`src/rtl/uart_msg_arbiter_pkg.sv`:
```
// Shared types and helpers for the UART message arbiter:
// FSM state encoding, CR/LF terminator bytes and width helper functions.
package uart_msg_pkg;

   typedef enum logic [2:0] {
      ST_IDLE,
      ST_ARB,
      ST_LOAD,
      ST_SEND,
      ST_GAP,
      ST_TERM,
      ST_DONE
   } state_t;

   localparam logic [7:0] CR_BYTE = 8'h0D;
   localparam logic [7:0] LF_BYTE = 8'h0A;

   // Width of an index selecting one of n items (never below 1 bit).
   function automatic int sel_w(input int n);
      return (n > 1) ? $clog2(n) : 1;
   endfunction

   // Width of a counter holding 0..n inclusive (never below 1 bit).
   function automatic int cnt_w(input int n);
      return (n > 0) ? $clog2(n + 1) : 1;
   endfunction

endpackage

```
`src/rtl/uart_msg_arbiter_if.sv`:
```
// Bundle of request/done, message-store and AXI-Stream UART signals for
// uart_msg_arbiter. master = the arbiter, slave = sources/store/transmitter.
interface uart_msg_arbiter_if #(
   parameter int N_REQ       = 4,
   parameter int N_BITS      = 8,
   parameter int MSG_LEN_MAX = 32
);
   localparam int SEL_W = uart_msg_pkg::sel_w(N_REQ);
   localparam int IDX_W = uart_msg_pkg::sel_w(MSG_LEN_MAX);
   localparam int LEN_W = uart_msg_pkg::cnt_w(MSG_LEN_MAX);

   logic [N_REQ-1:0]  req;
   logic [N_REQ-1:0]  done;
   logic              busy;
   logic [SEL_W-1:0]  msg_sel;
   logic [IDX_W-1:0]  msg_index;
   logic [N_BITS-1:0] msg_data;
   logic [LEN_W-1:0]  msg_len;
   logic [N_BITS-1:0] uart_tdata;
   logic              uart_tvalid;
   logic              uart_tready;

   modport master (
      input  req, msg_data, msg_len, uart_tready,
      output done, busy, msg_sel, msg_index, uart_tdata, uart_tvalid
   );

   modport slave (
      output req, msg_data, msg_len, uart_tready,
      input  done, busy, msg_sel, msg_index, uart_tdata, uart_tvalid
   );

endinterface

```
`src/rtl/uart_msg_arbiter_rr_arbiter.sv`:
```
// Combinational round-robin picker: first set bit of pending at or after ptr,
// wrapping around. Returns the grant both one-hot and binary.
module rr_arbiter #(
   parameter int N_REQ = 4
) (
   input  logic [N_REQ-1:0]                      pending,
   input  logic [uart_msg_pkg::sel_w(N_REQ)-1:0] ptr,
   output logic [N_REQ-1:0]                      grant_oh,
   output logic [uart_msg_pkg::sel_w(N_REQ)-1:0] grant_idx,
   output logic                                  grant_any
);
   localparam int SEL_W = uart_msg_pkg::sel_w(N_REQ);

   // Circular scan from the pointer; the first pending source found wins.
   always_comb begin
      int               k;
      logic [SEL_W-1:0] ks;
      // NOTE: every output gets a default before the scan so no path leaves it unassigned (no latch).
      grant_oh  = '0;
      grant_idx = '0;
      grant_any = 1'b0;
      k         = 0;
      ks        = '0;
      for (int i = 0; i < N_REQ; i++) begin
         k = int'(ptr) + i;
         if (k >= N_REQ) k = k - N_REQ;
         ks = SEL_W'(k);
         if (!grant_any && pending[ks]) begin
            grant_any    = 1'b1;
            grant_oh[ks] = 1'b1;
            grant_idx    = ks;
         end
      end
   end

endmodule

```
`src/rtl/uart_msg_arbiter.sv`:
```
// uart_msg_arbiter: shares one AXI-Stream UART TX byte channel between N_REQ
// message sources. Requests are latched as pending, granted round-robin, and the
// granted source's message is streamed atomically with GAP_CYCLES idle cycles
// after each accepted byte.
// Optional feature: define UART_MSG_TERM_EN to append CR, LF after each
// non-empty message (same handshake and gap rules as message bytes).
module uart_msg_arbiter #(
   parameter int N_REQ       = 4,
   parameter int N_BITS      = 8,
   parameter int MSG_LEN_MAX = 32,
   parameter int GAP_CYCLES  = 7
) (
   input logic                clk,
   input logic                rst,
   uart_msg_arbiter_if.master bus
);
   import uart_msg_pkg::*;

   localparam int SEL_W = sel_w(N_REQ);
   localparam int IDX_W = sel_w(MSG_LEN_MAX);
   localparam int LEN_W = cnt_w(MSG_LEN_MAX);
   localparam int GAP_W = cnt_w(GAP_CYCLES);
   localparam logic [LEN_W-1:0] LEN_MAX = LEN_W'(MSG_LEN_MAX);

   state_t            state_q,   state_d;
   logic [N_REQ-1:0]  pending_q, pending_d;
   logic [SEL_W-1:0]  ptr_q,     ptr_d;
   logic [SEL_W-1:0]  sel_q,     sel_d;
   logic [IDX_W-1:0]  index_q,   index_d;
   logic [LEN_W-1:0]  len_q,     len_d;
   logic [N_BITS-1:0] tdata_q,   tdata_d;
   logic              tvalid_q,  tvalid_d;
   logic [GAP_W-1:0]  gap_q,     gap_d;
`ifdef UART_MSG_TERM_EN
   logic              term_q,    term_d;   // terminator bytes being sent
   logic              lf_q,      lf_d;     // CR accepted, LF is next
`endif

   logic [N_REQ-1:0]  grant_oh;
   logic [SEL_W-1:0]  grant_idx;
   logic              grant_any;
   logic [LEN_W-1:0]  len_sat;
   logic [LEN_W-1:0]  len_eff;
   logic              last_byte;

   rr_arbiter #(.N_REQ(N_REQ)) u_rr (
      .pending   (pending_q),
      .ptr       (ptr_q),
      .grant_oh  (grant_oh),
      .grant_idx (grant_idx),
      .grant_any (grant_any)
   );

   // Over-long lengths clamp to the store size; only the first LOAD of a message
   // (index 0) takes the live length, later LOADs reuse the latched one.
   assign len_sat   = (bus.msg_len > LEN_MAX) ? LEN_MAX : bus.msg_len;
   assign len_eff   = (index_q == '0) ? len_sat : len_q;
   assign last_byte = (LEN_W'(index_q) == len_q - LEN_W'(1));

   // Next-state and datapath updates for the message FSM.
   always_comb begin
      state_d   = state_q;
      pending_d = pending_q | bus.req;
      ptr_d     = ptr_q;
      sel_d     = sel_q;
      index_d   = index_q;
      len_d     = len_q;
      tdata_d   = tdata_q;
      tvalid_d  = tvalid_q;
      gap_d     = gap_q;
`ifdef UART_MSG_TERM_EN
      term_d    = term_q;
      lf_d      = lf_q;
`endif
      case (state_q)
         ST_IDLE: begin
            if (|(pending_q | bus.req)) state_d = ST_ARB;
         end
         ST_ARB: begin
            if (grant_any) begin
               sel_d     = grant_idx;
               // A fresh req from the granted source in this same cycle re-arms it.
               pending_d = (pending_q & ~grant_oh) | bus.req;
               ptr_d     = (grant_idx == SEL_W'(N_REQ - 1)) ? '0 : grant_idx + SEL_W'(1);
               index_d   = '0;
`ifdef UART_MSG_TERM_EN
               term_d    = 1'b0;
               lf_d      = 1'b0;
`endif
               state_d   = ST_LOAD;
            end else begin
               state_d = ST_IDLE;
            end
         end
         ST_LOAD: begin
            len_d = len_eff;
            if (len_eff == '0) begin
               state_d = ST_DONE;
            end else begin
               tdata_d  = bus.msg_data;
               tvalid_d = 1'b1;
               state_d  = ST_SEND;
            end
         end
         ST_SEND: begin
            // tvalid is high throughout SEND; hold everything until the handshake.
            if (bus.uart_tready) begin
               tvalid_d = 1'b0;
               gap_d    = '0;
`ifdef UART_MSG_TERM_EN
               if (term_q) begin
                  if (lf_q) begin
                     state_d = ST_DONE;
                  end else begin
                     lf_d    = 1'b1;
                     state_d = (GAP_CYCLES == 0) ? ST_TERM : ST_GAP;
                  end
               end else begin
                  index_d = index_q + IDX_W'(1);
                  if (last_byte) term_d = 1'b1;
                  if (GAP_CYCLES == 0) state_d = last_byte ? ST_TERM : ST_LOAD;
                  else                 state_d = ST_GAP;
               end
`else
               index_d = index_q + IDX_W'(1);
               if (last_byte)            state_d = ST_DONE;
               else if (GAP_CYCLES == 0) state_d = ST_LOAD;
               else                      state_d = ST_GAP;
`endif
            end
         end
         ST_GAP: begin
            if (gap_q == GAP_W'(GAP_CYCLES - 1)) begin
`ifdef UART_MSG_TERM_EN
               state_d = term_q ? ST_TERM : ST_LOAD;
`else
               state_d = ST_LOAD;
`endif
            end else begin
               gap_d = gap_q + GAP_W'(1);
            end
         end
`ifdef UART_MSG_TERM_EN
         ST_TERM: begin
            tdata_d  = lf_q ? N_BITS'(LF_BYTE) : N_BITS'(CR_BYTE);
            tvalid_d = 1'b1;
            state_d  = ST_SEND;
         end
`endif
         ST_DONE: begin
            state_d = ST_IDLE;
         end
         default: begin
            state_d = ST_IDLE;
         end
      endcase
   end

   // State and datapath registers with synchronous reset.
   always_ff @(posedge clk) begin
      // NOTE: the design holds only flops, no memory array, so every register is cleared by reset.
      if (rst) begin
         state_q   <= ST_IDLE;
         pending_q <= '0;
         ptr_q     <= '0;
         sel_q     <= '0;
         index_q   <= '0;
         len_q     <= '0;
         tdata_q   <= '0;
         tvalid_q  <= 1'b0;
         gap_q     <= '0;
`ifdef UART_MSG_TERM_EN
         term_q    <= 1'b0;
         lf_q      <= 1'b0;
`endif
      end else begin
         // NOTE: non-blocking assignments so every flop samples pre-edge values.
         state_q   <= state_d;
         pending_q <= pending_d;
         ptr_q     <= ptr_d;
         sel_q     <= sel_d;
         index_q   <= index_d;
         len_q     <= len_d;
         tdata_q   <= tdata_d;
         tvalid_q  <= tvalid_d;
         gap_q     <= gap_d;
`ifdef UART_MSG_TERM_EN
         term_q    <= term_d;
         lf_q      <= lf_d;
`endif
      end
   end

   assign bus.msg_sel     = sel_q;
   assign bus.msg_index   = index_q;
   assign bus.uart_tdata  = tdata_q;
   assign bus.uart_tvalid = tvalid_q;
   assign bus.done        = (state_q == ST_DONE) ? (N_REQ'(1) << sel_q) : '0;
   assign bus.busy        = (state_q inside {ST_LOAD, ST_SEND, ST_GAP, ST_TERM, ST_DONE});

endmodule
```
`src/flat_wrapper.sv`:
```
// flat-port wrapper written by rule: the top's interface ports become plain ports
module uart_msg_arbiter_flat import uart_msg_pkg::*;
#(
   parameter int N_REQ       = 4,
   parameter int N_BITS      = 8,
   parameter int MSG_LEN_MAX = 32,
   parameter int GAP_CYCLES  = 7
)
  (clk, rst, bus_req, bus_msg_data, bus_msg_len, bus_uart_tready, bus_done, bus_busy, bus_msg_sel, bus_msg_index, bus_uart_tdata, bus_uart_tvalid);
  uart_msg_arbiter_if #(.N_REQ(N_REQ), .N_BITS(N_BITS), .MSG_LEN_MAX(MSG_LEN_MAX)) bus_i ();
  input logic clk;
  input logic rst;
  input wire logic [$bits(bus_i.req)-1:0] bus_req;
  input wire logic [$bits(bus_i.msg_data)-1:0] bus_msg_data;
  input wire logic [$bits(bus_i.msg_len)-1:0] bus_msg_len;
  input wire logic [$bits(bus_i.uart_tready)-1:0] bus_uart_tready;
  output wire logic [$bits(bus_i.done)-1:0] bus_done;
  output wire logic [$bits(bus_i.busy)-1:0] bus_busy;
  output wire logic [$bits(bus_i.msg_sel)-1:0] bus_msg_sel;
  output wire logic [$bits(bus_i.msg_index)-1:0] bus_msg_index;
  output wire logic [$bits(bus_i.uart_tdata)-1:0] bus_uart_tdata;
  output wire logic [$bits(bus_i.uart_tvalid)-1:0] bus_uart_tvalid;
  assign bus_i.req = bus_req;
  assign bus_i.msg_data = bus_msg_data;
  assign bus_i.msg_len = bus_msg_len;
  assign bus_i.uart_tready = bus_uart_tready;
  assign bus_done = bus_i.done;
  assign bus_busy = bus_i.busy;
  assign bus_msg_sel = bus_i.msg_sel;
  assign bus_msg_index = bus_i.msg_index;
  assign bus_uart_tdata = bus_i.uart_tdata;
  assign bus_uart_tvalid = bus_i.uart_tvalid;
  uart_msg_arbiter #(.N_REQ(N_REQ), .N_BITS(N_BITS), .MSG_LEN_MAX(MSG_LEN_MAX), .GAP_CYCLES(GAP_CYCLES)) u_core (.clk(clk), .rst(rst), .bus(bus_i));
endmodule
```
`config.mk`:
```
export PLATFORM = sky130hd
export DESIGN_NAME = uart_msg_arbiter_flat
export DESIGN_NICKNAME = d
export VERILOG_FILES = /design/src/rtl/uart_msg_arbiter_pkg.sv /design/src/rtl/uart_msg_arbiter_if.sv /design/src/rtl/uart_msg_arbiter_rr_arbiter.sv /design/src/rtl/uart_msg_arbiter.sv /design/src/flat_wrapper.sv
export SDC_FILE = /design/constraint.sdc
export NUM_CORES = 1
export LEC_CHECK = 0
export ABC_CLOCK_PERIOD_IN_PS = 3100
export BUFFER_PORTS_ARGS = -buffer_cell sky130_fd_sc_hd__buf_2
export CAP_MARGIN = 10
export CORE_ASPECT_RATIO = 1.75
export CORE_UTILIZATION = 35
export DETAILED_ROUTE_END_ITERATION = 12
export HOLD_SLACK_MARGIN = 0.03
export PLACE_DENSITY = 0.55
export SYNTH_ARGS = -nofsm -noshare
export SYNTH_HDL_FRONTEND = slang
export SYNTH_HIERARCHICAL = 1
export SYNTH_SLANG_ARGS = --single-unit
export TNS_END_PERCENT = 30
```
`constraint.sdc`:
```
create_clock -name clk -period 3.1 [get_ports clk]
set_clock_uncertainty 0.05 [all_clocks]
set_input_delay 0.155 -clock clk [delete_from_list [all_inputs] [get_ports clk]]
set_output_delay 0.155 -clock clk [all_outputs]
set_load 0.02 [all_outputs]
```
==> tab_implementation.tex <==
\begin{tabular}{lr}
\hline
Metric & Value \\
\hline
\multicolumn{2}{l}{\textbf{Synth}} \\
Gate count of the mapped netlist & 258 \\
Count of different cell masters after synthesis & 47 \\
Post-synthesis cell area & 2240 sq um \\
Post-synthesis register bit count & 34 \\
Fraction of the yosys area taken by sequential cells & 30.4\% \\
Number of synthesized flops with an enable pin & 0 \\
Most frequently used flop master after synthesis & sky130\_fd\_sc\_hd\_\_dfxtp\_1 \\
Fraction of synthesized cell area taken by the top area cell type & 30.4\% \\
Average footprint of a synthesized cell & 8.67 sq um \\
Proportion of synthesized flip-flops having asynchronous set or reset & 0\% \\
Ranking of synthesized cells by area & sky130\_fd\_sc\_hd\_\_dfxtp\_1, sky130\_fd\_sc\_hd\_\_ha\_1, sky130\_fd\_sc\_hd\_\_nand2b\_1 \\
Syn\_nets & 290 \\
Top cell type by total area after synthesis & sky130\_fd\_sc\_hd\_\_dfxtp\_1 \\
Count of yosys warnings during synthesis & 6 \\
\multicolumn{2}{l}{\textbf{Floorplanning}} \\
Starting density of the core & 36.2\% \\
Floorplan Core Area & 6180 sq um \\
FP Rows & 38 \\
Die boundary width & 62.4 um \\
Number of top-level design ports & 42 \\
Overall die height & 108 um \\
Floorplan die area & 6720 sq um \\
\multicolumn{2}{l}{\textbf{Power}} \\
Cell-internal power & 0.897 mW \\
Net switching power & 0.596 mW \\
Sequential share of power & 35.4\% \\
Leakage component of the power & 1.05 nW \\
Relative contribution of combinational cells to total power & 42.5\% \\
Power density over the cells & 581 nW/um\^{}2 \\
Portion of total power attributed to the clock network & 22.1\% \\
Switching power share of the total & 39.9\% \\
Peak supply drop & 0.000299 V \\
\multicolumn{2}{l}{\textbf{Setup path}} \\
Critical R2R Capture & u\_core/ptr\_q[0] \\
Max Fanout on Critical Path & 10 \\
Data required time at the worst endpoint & 3.27 ns \\
Cell seen most often among critical-path stages & sky130\_fd\_sc\_hd\_\_ha\_1 \\
Type of element capturing the critical path & flip-flop \\
Setup slack on the worst flop-to-flop path & 0.20 ns \\
R2r worst-path depth & 9 \\
Start of the worst register-to-register path & u\_core/ptr\_q[0] \\
Count of buffer and inverter cells on the critical path & 1 \\
Crit path launch & u\_core/ptr\_q[0] \\
Element type at the critical path start & flip-flop \\
Crit Path Class & flip-flop to flip-flop \\
Largest stage delay, worst path & 0.49 ns \\
Data arrival at the endpoint of the critical path & 3.07 ns \\
Sequence of cells on the critical path & inv\_1 > ha\_1 > mux4\_2 > nor4b\_4 > nor2\_1 > a32o\_1 > ha\_1 > or3\_1 > a21oi\_1 \\
Critical path's top delay family & simple AND/OR/NAND/NOR gates \\
Slowest cell on the critical path & sky130\_fd\_sc\_hd\_\_dfxtp\_1 \\
\multicolumn{2}{l}{\textbf{Drt}} \\
Number of detailed-route iterations in the first pass & 5 \\
Mean routed wirelength per cell & 14.3 um \\
Post-detailed-routing wire length & 5370 um \\
Via-to-Cell Ratio & 5.35 \\
Initial drt markers & 85 \\
Antenna Nets Post-Route & 0 \\
DRC violations left & 0 \\
Total number of vias & 2013 \\
\multicolumn{2}{l}{\textbf{Clocking}} \\
Clk sinks & 34 \\
Later-pin clock latency in the skew report & 0.29 ns \\
CTS Buf Count & 5 \\
Resized cells post-CTS & 0 \\
H-tree lvl count & 2 \\
CTS tree & done \\
Clock-pin slew on the worst setup and hold paths & 0.07 ns \\
Number of buffers between clock root and the deepest sink & 2 \\
Post-CTS Setup Bufs & 0 \\
Cell at the root of the clock tree & sky130\_fd\_sc\_hd\_\_clkbuf\_8 \\
Hold buffer count at CTS & 0 \\
\multicolumn{2}{l}{\textbf{STA}} \\
Worst relative slew slack & 57.6\% \\
Setup repair after global routing missed its margin & no \\
Hold Fails Final Rpt & 0 \\
Achievable Freq & 0.345 GHz \\
Final Max Slew Viols & 0 \\
Final critical-path share of the clock period & 93.6\% \\
Worst-Margin Slew & 0.637 ns \\
Fin crit period & 2.90 ns \\
Setup Total Neg Slack & 0 ns \\
Final setup violation count & 0 \\
\multicolumn{2}{l}{\textbf{Finish}} \\
Area added between synthesis and finish & 14.8\% \\
ANT cells & 0 \\
Fraction of final layout cells with drive strength greater than 1 & 22.0\% \\
Count of fill cells added during filler insertion & 671 \\
Net total in the final layout & 327 \\
Final design utilization & 41.5\% \\
\multicolumn{2}{l}{\textbf{Hold path}} \\
Startpoint of the lowest-slack hold path & bus\_req[1] \\
Worst hold path class & primary input to flip-flop \\
Hold depth & 3 \\
Min-Delay Endpoint & u\_core/pending\_q[1] \\
\multicolumn{2}{l}{\textbf{GRT}} \\
Global route overflow & 0 \\
GRT Total Usage & 17.0\% \\
Maximum number of pins on one net before global-route repair & 43 \\
Vias in the first global route & 1996 \\
Number of antenna violations at the first check in global routing & 0 \\
Global-route wire length before repair & 9010 um \\
\multicolumn{2}{l}{\textbf{Job}} \\
Max-cap violations & 0 \\
\multicolumn{2}{l}{\textbf{Placement}} \\
I/O Buffers & 41 \\
Gpl congestion & 0.952 \\
Final HPWL DP & 4040 um \\
\multicolumn{2}{l}{\textbf{Outcome}} \\
Outcome & finished clean \\
\hline
\end{tabular}
cell usage after synthesis (2+ instances only):
library cell and count:
sky130_fd_sc_hd__dfxtp_1 34, sky130_fd_sc_hd__nand2_1 29, sky130_fd_sc_hd__a21oi_1 20, sky130_fd_sc_hd__nand2b_1 18
sky130_fd_sc_hd__nor2_1 16, sky130_fd_sc_hd__inv_1 12, sky130_fd_sc_hd__ha_1 11, sky130_fd_sc_hd__mux2i_1 9
sky130_fd_sc_hd__a22oi_1 8, sky130_fd_sc_hd__nor3_1 8, sky130_fd_sc_hd__clkbuf_1 7, sky130_fd_sc_hd__nand3_1 7
sky130_fd_sc_hd__nand4b_1 6, sky130_fd_sc_hd__xor2_1 6, sky130_fd_sc_hd__o21ai_0 5, sky130_fd_sc_hd__o31ai_1 5
sky130_fd_sc_hd__xnor2_1 5, sky130_fd_sc_hd__buf_6 4, sky130_fd_sc_hd__nor4_1 4, sky130_fd_sc_hd__and3_1 3
sky130_fd_sc_hd__buf_2 3, sky130_fd_sc_hd__or3_1 3, sky130_fd_sc_hd__a211oi_1 2, sky130_fd_sc_hd__mux2_2 2
sky130_fd_sc_hd__mux4_1 2, sky130_fd_sc_hd__mux4_2 2, sky130_fd_sc_hd__nand3b_1 2, sky130_fd_sc_hd__nor2b_1 2
sky130_fd_sc_hd__nor3b_2 2, sky130_fd_sc_hd__nor4b_4 2, sky130_fd_sc_hd__o2111ai_1 2, sky130_fd_sc_hd__o211ai_1 2
placed cells by master, fill, tap and decap left out, types with 2 or more instances in the layout:
cell type,instances
sky130_fd_sc_hd__ha_1,11
sky130_fd_sc_hd__and3_1,3
sky130_fd_sc_hd__nand2_1,29
sky130_fd_sc_hd__a211oi_1,2
sky130_fd_sc_hd__nor3_1,8
sky130_fd_sc_hd__inv_1,12
sky130_fd_sc_hd__or3_1,3
sky130_fd_sc_hd__mux4_1,2
sky130_fd_sc_hd__nor4_1,4
sky130_fd_sc_hd__nand3_1,7
sky130_fd_sc_hd__nand4b_1,6
sky130_fd_sc_hd__buf_2,41
sky130_fd_sc_hd__nor2_1,16
sky130_fd_sc_hd__xor2_1,6
sky130_fd_sc_hd__nor2b_1,2
sky130_fd_sc_hd__nand2b_1,18
sky130_fd_sc_hd__mux2_2,2
sky130_fd_sc_hd__xnor2_1,5
sky130_fd_sc_hd__a22oi_1,8
sky130_fd_sc_hd__o21ai_0,5
sky130_fd_sc_hd__mux2i_1,9
sky130_fd_sc_hd__nor3b_2,2
sky130_fd_sc_hd__buf_4,3
sky130_fd_sc_hd__o211ai_1,2
sky130_fd_sc_hd__o31ai_1,5
sky130_fd_sc_hd__nor4b_4,2
sky130_fd_sc_hd__dfxtp_1,34
sky130_fd_sc_hd__clkbuf_8,5
sky130_fd_sc_hd__nand3b_1,2
sky130_fd_sc_hd__mux4_2,2
sky130_fd_sc_hd__a21oi_1,20
sky130_fd_sc_hd__o2111ai_1,2
flip-flops by register name (all words and copies together) (netlist names):
signal and count:
u_core/gap_q 3, u_core/pending_q 4, u_core/len_q 6, u_core/bus.uart_tdata 8
u_core/bus.uart_tvalid 1, u_core/ptr_q 2, u_core/bus.msg_index 5, u_core/state_q 3
u_core/bus.msg_sel 2
layer usage:
layer	vias up	global-route usage, %	part of all wire (%)
met5	-	0	0
met3	13	2.75	3.1
met4	0	8.80	2.3
li1	1001	-	-
met1	950	17.1	40
met2	49	32.5	54
cell families (layout without fill, tap and decap cells):
| logic type | after synthesis | in the layout | share of synthesized area [%] |
|---|---|---|---|
| AO/OA/AOI/OAI | 50 | 50 | 14.6 |
| XOR/XNOR | 11 | 11 | 4.31 |
| adder cells (fa/ha/maj) | 11 | 11 | 6.16 |
| buffers and inverters | 26 | 64 | 5.88 |
| flip-flops | 34 | 34 | 30.4 |
| multiplexers | 15 | 15 | 9.40 |
| AND/OR/NAND/NOR | 111 | 111 | 29.2 |
stage by stage:
stage | hold slack, ns | instances | total power, mW | instance area (sq um) | setup slack [ns]
5_1_grt | 0.0586 | 376 | 1.59 | 2570 | 0.0480
3_3_place_gp | 0.349 | 368 | 1.16 | 2480 | 0.294
3_5_place_dp | 0.350 | 368 | 1.16 | 2480 | 0.220
4_1_cts | 0.0544 | 376 | 1.50 | 2570 | 0.206
6_report | 0.0532 | 376 | 1.49 | 2570 | 0.198
2_1_floorplan | 0.222 | 258 | 1.03 | 2240 | 0.360
tightest hold or removal path, cell delays in order:
cell and delay, ns:
sky130_fd_sc_hd__buf_2 0.09, sky130_fd_sc_hd__a21oi_1 0.04, sky130_fd_sc_hd__nor2_1 0.07
power groups by stage:
stage | clock [mW] | sequential, mW | combinational, mW
finish | 0.330 | 0.528 | 0.635
global route | 0.363 | 0.535 | 0.693
CTS | 0.341 | 0.528 | 0.628
detailed placement | 0 | 0.539 | 0.626
global placement | 0 | 0.536 | 0.625
floorplan | 0 | 0.539 | 0.494
area by class of cell:
cell class              instances  area [sq um]  area share [%]
inverters                      12          45.0            1.75
well taps                      80           100            3.90
clock inverters                 3          21.3           0.828
multi-input cells             198          1420            55.5
flip-flops and latches         34           681            26.5
clock buffers                   5          68.8            2.68
repair buffers                 44           228            8.87
worst max-delay path by stage:
| stage | to | cells past startpoint |
|---|---|---|
| final | u_core/ptr_q[0] | 9 |
| after detailed placement | u_core/state_q[1] | 9 |
| after CTS | u_core/ptr_q[0] | 9 |
| after global placement | u_core/ptr_q[0] | 9 |
| after global routing | u_core/state_q[1] | 9 |
| after floorplan | u_core/ptr_q[0] | 11 |
No activity file was read; power rests on OpenSTA's default activity.
